===== src/rtl/graph_pkg.sv =====
// Shared constants, FSM state type and Y saturation helper for the graph calculator.
package graph_pkg;

  localparam int NCOEF    = 5;
  localparam int COEF_W   = 8;
  localparam int X_MIN    = -400;
  localparam int NPOINTS  = 800;
  localparam int Y_W      = 12;
  localparam int Y_LIM    = 240;
  localparam int SCALE_SH = 0;
  localparam int ACC_W    = 48;
  localparam int X_W      = 11;
  localparam int ADDR_W   = 10;
  localparam int SEL_W    = 3;

  localparam logic signed [COEF_W-1:0] COEF_MAX = {1'b0, {(COEF_W-1){1'b1}}};
  localparam logic signed [COEF_W-1:0] COEF_MIN = {1'b1, {(COEF_W-1){1'b0}}};

  localparam logic signed [ACC_W-1:0] Y_HI_ACC   = ACC_W'(2**(Y_W-1)-1);
  localparam logic signed [ACC_W-1:0] Y_LO_ACC   = -Y_HI_ACC - ACC_W'(1);
  localparam logic signed [ACC_W-1:0] Y_LIM_ACC  = ACC_W'(Y_LIM);
  localparam logic signed [ACC_W-1:0] Y_NLIM_ACC = -Y_LIM_ACC;

  typedef enum logic [2:0] {
    StIdle,
    StLoad,
    StMac,
    StWrite,
    StDone
  } state_e;

  function automatic logic signed [Y_W-1:0] sat_y(input logic signed [ACC_W-1:0] v);
    if (v > Y_HI_ACC) begin
      sat_y = Y_W'(Y_HI_ACC);
    end else if (v < Y_LO_ACC) begin
      sat_y = Y_W'(Y_LO_ACC);
    end else begin
      sat_y = Y_W'(v);
    end
  endfunction

endpackage


===== src/rtl/horner_mac.sv =====
// One Horner step per enabled cycle: acc <= acc*x + c, 48-bit signed accumulator.
module horner_mac
  import graph_pkg::*;
(
  input  logic                     i_clk,
  input  logic                     i_reset,
  input  logic                     i_load,
  input  logic signed [ACC_W-1:0]  i_load_val,
  input  logic                     i_en,
  input  logic signed [X_W-1:0]    i_x,
  input  logic signed [COEF_W-1:0] i_c,
  output logic signed [ACC_W-1:0]  o_acc_next
);

  logic signed [ACC_W-1:0] r_acc;
  logic signed [ACC_W-1:0] w_prod;

  assign w_prod     = r_acc * ACC_W'(i_x);
  // Exposed combinationally so the caller can register the final sample in the same edge.
  assign o_acc_next = w_prod + ACC_W'(i_c);

  always_ff @(posedge i_clk) begin
    if (i_reset) begin
      r_acc <= '0;
    end else if (i_load) begin
      r_acc <= i_load_val;
    end else if (i_en) begin
      r_acc <= o_acc_next;
    end
  end

endmodule


===== src/rtl/poly_plot_sequencer.sv =====
// Coefficient editor and plot sequencer: edits five coefficients from button pulses and
// writes one saturated Horner-evaluated Y sample per screen column into the plot RAM.
module poly_plot_sequencer
  import graph_pkg::*;
(
  input  logic                      i_clk,
  input  logic                      i_reset,
  input  logic                      i_btn_sign,
  input  logic                      i_btn_prev,
  input  logic                      i_btn_next,
  input  logic                      i_btn_inc,
  input  logic                      i_btn_dec,
  input  logic                      i_btn_plot,
  output logic [SEL_W-1:0]          o_sel_idx,
  output logic [NCOEF*COEF_W-1:0]   o_coef_bus,
  output logic                      o_busy,
  output logic                      o_done,
  output logic                      o_wr_en,
  output logic [ADDR_W-1:0]         o_wr_addr,
  output logic signed [Y_W-1:0]     o_wr_data,
  output logic                      o_wr_inrange
);

  state_e                    r_state, w_state_d;
  logic signed [COEF_W-1:0]  r_coef [NCOEF];
  logic [SEL_W-1:0]          r_sel;
  logic [ADDR_W-1:0]         r_col;
  logic [1:0]                r_k;
  logic signed [X_W-1:0]     r_x;
  logic                      r_busy, r_done, r_wr_en, r_wr_inrange;
  logic [ADDR_W-1:0]         r_wr_addr;
  logic signed [Y_W-1:0]     r_wr_data;

  logic signed [COEF_W-1:0]  w_sel_coef, w_neg_coef;
  logic signed [ACC_W-1:0]   w_acc_next, w_r;
  logic                      w_last_mac, w_inrange;

  assign w_sel_coef = r_coef[r_sel];
  // Negating the minimum would overflow; it maps to the maximum instead.
  assign w_neg_coef = (w_sel_coef == COEF_MIN) ? COEF_MAX : -w_sel_coef;
  assign w_last_mac = (r_state == StMac) && (r_k == 2'd0);
  assign w_r        = w_acc_next >>> SCALE_SH;
  assign w_inrange  = (w_r >= Y_NLIM_ACC) && (w_r <= Y_LIM_ACC);

  horner_mac u_mac (
    .i_clk      (i_clk),
    .i_reset    (i_reset),
    .i_load     (r_state == StLoad),
    .i_load_val (ACC_W'(r_coef[NCOEF-1])),
    .i_en       (r_state == StMac),
    .i_x        (r_x),
    .i_c        (r_coef[r_k]),
    .o_acc_next (w_acc_next)
  );

  always_comb begin
    w_state_d = r_state;
    case (r_state)
      StIdle:  if (i_btn_plot) w_state_d = StLoad;
      StLoad:  w_state_d = StMac;
      StMac:   if (r_k == 2'd0) w_state_d = StWrite;
      StWrite: w_state_d = (r_col == ADDR_W'(NPOINTS-1)) ? StDone : StLoad;
      StDone:  w_state_d = StIdle;
      default: w_state_d = StIdle;
    endcase
  end

  always_ff @(posedge i_clk) begin
    if (i_reset) begin
      r_state      <= StIdle;
      r_sel        <= '0;
      r_col        <= '0;
      r_k          <= '0;
      r_x          <= '0;
      r_busy       <= 1'b0;
      r_done       <= 1'b0;
      r_wr_en      <= 1'b0;
      r_wr_addr    <= '0;
      r_wr_data    <= '0;
      r_wr_inrange <= 1'b0;
      for (int i = 0; i < NCOEF; i++) r_coef[i] <= '0;
    end else begin
      r_state <= w_state_d;
      r_busy  <= (w_state_d != StIdle) && (w_state_d != StDone);
      r_done  <= (w_state_d == StDone);
      r_wr_en <= w_last_mac;
      if (w_last_mac) begin
        r_wr_addr    <= r_col;
        r_wr_data    <= sat_y(w_r);
        r_wr_inrange <= w_inrange;
      end
      case (r_state)
        StIdle: begin
          if (i_btn_plot) begin
            r_col <= '0;
          end else if (i_btn_sign) begin
            r_coef[r_sel] <= w_neg_coef;
          end else if (i_btn_inc) begin
            if (w_sel_coef != COEF_MAX) r_coef[r_sel] <= w_sel_coef + COEF_W'(1);
          end else if (i_btn_dec) begin
            if (w_sel_coef != COEF_MIN) r_coef[r_sel] <= w_sel_coef - COEF_W'(1);
          end else if (i_btn_next) begin
            if (r_sel != SEL_W'(NCOEF-1)) r_sel <= r_sel + SEL_W'(1);
          end else if (i_btn_prev) begin
            if (r_sel != '0) r_sel <= r_sel - SEL_W'(1);
          end
        end
        StLoad: begin
          r_x <= X_W'(X_MIN) + $signed({1'b0, r_col});
          r_k <= 2'd3;
        end
        StMac:   r_k <= r_k - 2'd1;
        StWrite: r_col <= r_col + ADDR_W'(1);
        default: ;
      endcase
    end
  end

  always_comb begin
    o_coef_bus = '0;
    for (int i = 0; i < NCOEF; i++) o_coef_bus[i*COEF_W +: COEF_W] = r_coef[i];
  end

  assign o_sel_idx    = r_sel;
  assign o_busy       = r_busy;
  assign o_done       = r_done;
  assign o_wr_en      = r_wr_en;
  assign o_wr_addr    = r_wr_addr;
  assign o_wr_data    = r_wr_data;
  assign o_wr_inrange = r_wr_inrange;

endmodule


===== config.mk =====
export PLATFORM = sky130hd
export DESIGN_NAME = poly_plot_sequencer
export DESIGN_NICKNAME = d
export VERILOG_FILES = /design/src/rtl/graph_pkg.sv /design/src/rtl/horner_mac.sv /design/src/rtl/poly_plot_sequencer.sv
export SDC_FILE = /design/constraint.sdc
export NUM_CORES = 2
export LEC_CHECK = 0
export BUFFER_PORTS_ARGS = -buffer_cell sky130_fd_sc_hd__buf_2
export CORE_ASPECT_RATIO = 1.75
export CORE_MARGIN = 2
export CORE_UTILIZATION = 50
export CTS_BUF_LIST = sky130_fd_sc_hd__clkbuf_4
export CTS_CLUSTER_SIZE = 16
export DETAILED_ROUTE_END_ITERATION = 8
export PLACE_DENSITY = 0.76
export SYNTH_ARGS = -nofsm -noshare
export SYNTH_HDL_FRONTEND = slang
export SYNTH_SLANG_ARGS = --single-unit

===== constraint.sdc =====
create_clock -name i_clk -period 18.5 [get_ports i_clk]
set_clock_uncertainty 0.1 [all_clocks]
set_input_delay 3.7 -clock i_clk [delete_from_list [all_inputs] [get_ports i_clk]]
set_output_delay 3.7 -clock i_clk [all_outputs]
set_load 0.05 [all_outputs]

Word level (Yosys, flattened, before mapping) --
Memories as Yosys holds them, arrays and structs flattened. A register that Yosys moved wholly into a read port is not among the register bits. Cells that the tools add are included.
Storage, ports and cells: bits in writable memories 40, memories 1, bits in registers 103, output and inout bits 69, logic and storage cells 106
Cells by class: $mul 1, magnitude comparators 4, add/sub/neg operators 9, bitwise gates (word level) 6, equality and inequality tests 12, reductions and logical operators 14, muxes and demuxes 47
Memory list:
- r_coef | words 5, width 8, read ports 7, clocked after memory_dff 2, wr ports 5, RTL line poly_plot_sequencer.sv:25 | logic signed [COEF_W-1:0] r_coef [NCOEF];
Operators with widths (count):
- $mux 48 | 2
- $add 48x8->48 | 1
- $ge 48x9->1 const B | 1
- $gt 48x12->1 const B | 1
- $le 48x9->1 const B | 1
- $lt 48x12->1 const B | 1
- $mul 48x11->48 | 1
- $mux 8 | 4
- $mux 3 | 10
- $mux 12 | 2
- $mux 1 | 23
- $pmux 10 s2 | 1
- $ne 8x8->1 const B | 2
- $pmux 3 s4 | 1
- $add 10x11->11 const A | 1
- $add 10x1->10 const B | 1
- $eq 10x10->1 const B | 1
- $mux 10 | 1
- $add 8x2->8 const B | 1
- $eq 8x8->1 const B | 1
- $neg 8->8 | 1
- $reduce_and 8->1 | 1
- $reduce_bool 2->1 | 4
- $reduce_or 8->1 | 1
- 19 further kinds | 29

Longest topological paths before layout --
depth after elaboration 12, mapped depth 28, gate-level depth less buffers 25

By module --
Synthesis repeated with hierarchy kept, for this count alone.
Second synthesis, totals: cell total of the unflattened synthesis 2737, area total of the unflattened synthesis 24429.7 sq um
By module, submodules not included:
- horner_mac | instances 1, cells an instance 2152, area an instance 18203.7 sq um, seq. area each 960.9 sq um
- poly_plot_sequencer | instances 1, cells an instance 585, area an instance 6226.0 sq um, seq. area each 3123.0 sq um

Worst setup path before layout --
Ideal clock, no wire load.
kind reg2reg, start point register (tool-made name), end point register r_wr_data[3], in the netlist o_wr_data[3], setup slack 10.109 ns, library setup time 0.143 ns, required time 18.257 ns, path buffers 3, cell stages (with the launch flop) 27, arrival 8.148 ns, clock period less this slack 8.391 ns, cells stage by stage dfxtp_1 > clkbuf_1 > mux4_2 > inv_1 > fa_1 > fa_1 > fa_1 > inv_1 > fa_1 > inv_1 > fa_1 > inv_1 > ha_1 > buf_2 > a21oi_1 > o21ai_0 > a311oi_1 > nand3_1 > a211oi_1 > nor2_1 > xnor2_1 > or4_1 > nor4_1 > a41o_1 > and2_1 > buf_4 > a211oi_1
RTL lines:
- to (signal assigned) | RTL line poly_plot_sequencer.sv:89 | r_wr_data <= sat_y(w_r);
- to (decl) | RTL line poly_plot_sequencer.sv:32 | logic signed [Y_W-1:0] r_wr_data;

==> results.cfg <==
[floorplan]
die_width_um = 169
num_rows = 105
io_pins = 77
start_util_pct = 50.7
core-area_um2 = 47000
die_h_um = 293
dieArea_um2 = 49500

[final_layout]
area_delta_synth_final_pct = 3.82
nFillCells = 4275
nets = 3156
register_area_um2 = 4090
fin_util_pct = 52.6
layout-drive-gt1-share_pct = 7.13
stdcell_count = 3224
multi_input_area_um2 = 17400

[route]
wl_per_cell_um = 19.6
vias = 18600
dr.pass1.iters = 5
vias_per_cell = 5.76
drt-initial-drc-count = 1118
route.detailed.drc = 0
drt-total-wl_mm = 63.3
drtAntennaViolNets = 0

[synth]
ys.flop_type = dfxtp_1
netlist_top_cells_count = inv_1, nand2_1, fa_1, and2_1, clkbuf_1
yosys_register_bits = 172
yosysMostFrequentCell = inv_1
yosysWarnings = 0
synth_seq_area_share_pct = 17.1
synth-edff-count = 64
synth_top_area_share_pct = 34.5
synth_top_area_cell = fa_1
synth.avg_cell_area_um2 = 8.92
synth_area_leaders = fa_1, dfxtp_1, edfxtp_1, inv_1, nand2_1
syn-cell-area_um2 = 23800
async_reset_ff_share_pct = 0
synthCells = 2674
ys_types = 78
synth_nets = 3208

[setup_path]
cp_top_family = adder cells
cp.required_ns = 18.90
critPathMaxFanout = 21
slowest_delay_ns = 0.97
startpoint_type = register
path_cells = mux4_2 > inv_1 > buf_4 > fa_1 > fa_1 > fa_1 > inv_1 > fa_1 > inv_1 > fa_1 > inv_1 > ha_1 > a21oi_1 > o21ai_0 > a311oi_1 > nand3_1 > a211oi_1 > nor2_1 > xnor2_1 > or4_1 > nor4_1 > a41o_1 > and2_1 > a211oi_2
crit_buf_inv = 5
cp_slowest_cell = mux4_2
crit_type = reg2reg
cp.arrival_ns = 9.56
crit_path_end_kind = register
path_depth = 24
path_common_cell = fa_1
ff2ff_setup_slack_ns = 9.34
reg2reg_depth = 24

[clocking]
cts_made_buffers = 17
htreeDepth = 4
clock_latency_ns = 0.66
cts_resized = 0
cts_buffer_depth = 2
clock_sinks = 172
root_buffer = clkbuf_4
cts.clk_slew.worst_paths_ns = 0.16
post-cts-setup-buffers = 0
cts_tree = yes
holdBufCountCts = 0

[placement]
dp.cells = 3191
gp_congestion = 0.964
hpwl_mm = 50.6
io_buffers = 76

[power_and_ir_drop]
clkPwrFrac_pct = 11.8
intPower_uw = 903
vdd_drop_max_mv = 0.0898
p_sw_uw = 1030
p_seq_share_pct = 26.9
combPwrFrac_pct = 61.2
p_leak_uw = 0.0109
power_density_nw_per_um2 = 77.9
sw_frac_of_total_pct = 53.2

[sta]
final-setup-viol-count = 0
timing.setup.tns_ns = 0
max_slew_margin_pct = 10.7
period_minus_slack_ns = 9.16
slew_viol_final = 0
period_share_pct = 49.5
tightest_slew_ns = 1.34
rsz0062_at_grt = no
fmax_ghz = 0.109
timing.final.hold_violations = 0

[global_routing]
overflow = 0
grt_use_total_pct = 26.9
grt_pass1_vias = 20500
grt_max_degree = 87
antenna_found_initial = 1
grt_pass1_wl_mm = 105

[outcome]
status = completed

[min_path]
min_path_type = reg2reg
min_path_cells = 2

[flow_run]
cap_violations = 0
-- power groups by stage --
stage                     registers [uW]  clock network, uW  logic [uW]
after floorplan                      477                  0         889
after global placement               522                  0        1150
after detailed placement             524                  0        1170
after CTS                            516                231        1180
after global routing                 522                245        1320
final                                519                228        1180
-- worst min-delay path: cells and delay by family, from the launching register on --
family          cells  cell delay [ns]
flops               1             0.34
compound gates      1             0.05
simple gates        1             0.05
-- cell families after synthesis --
logic type | after synthesis | share of synthesized area [%]
compound gates | 302 | 8.50
xor+xnor | 68 | 2.50
fa+ha+maj | 526 | 40.5
buf+inv | 634 | 10.1
flops | 172 | 17.1
mux | 40 | 2.97
simple gates | 932 | 18.3
-- layout by cell type (no fill, tap or decap), drive strengths merged, types with 13 or more instances in the layout --
cell    instances
inv           480
nand2         432
fa            411
and2          164
nor2          145
ha            115
dfxtp         108
a21oi         104
buf            91
edfxtp         64
o21ai          52
xnor2          51
nor2b          36
nand3          33
nor3           30
a21o           26
mux4           24
a31oi          21
nand2b         19
xor2           17
nand4          17
clkbuf         17
a211oi         17
a221oi         16
and3           13
-- path summary, 6_finish.rpt --
check | end | startpoint
worst min-delay path | o_wr_addr[0] | o_wr_addr[0]
worst max register to register | o_wr_data[0] | register
worst max-delay path | o_wr_data[0] | register
worst min register to register | o_wr_addr[0] | o_wr_addr[0]
-- routing by layer --
layer,track usage [%],share of wire [%],routed length [um]
met5,0,0,0
met4,16.5,6.7,4270
met3,3.66,5.1,3250
met2,50.5,55,34800
met1,27.9,33,21000
-- metrics by stage --
stage	total power, uW	area (um^2)	worst slack, ns	hold slack (ns)
floorplan	1370	23800	10.11	0.343
global placement	1670	24400	9.54	0.340
detailed placement	1700	24400	9.34	0.348
CTS	1930	24800	9.30	0.374
global route	2090	24800	8.67	0.395
finish	1930	24800	9.34	0.372
-- sequential cells by signal (all words and copies together) (netlist names), named ones only --
name and count:
o_busy 1, o_done 1, o_sel_idx 3, o_wr_addr 10
o_wr_data 12, o_wr_en 1, o_wr_inrange 1, r_coef 64
r_col 10, r_k 2, r_state 3, r_x 11
u_mac.r_acc 48
-- cell type report --
class	instances	share of cell area [%]
clock buffer	17	0.516
sequential	172	16.5
tap	588	2.97
timing repair buffer	91	1.99
inverter	472	7.16
antenna	1	0.0101
multi-input combinational	1868	70.1
clock inverter	15	0.713
(Power assumes the default switching activity.)
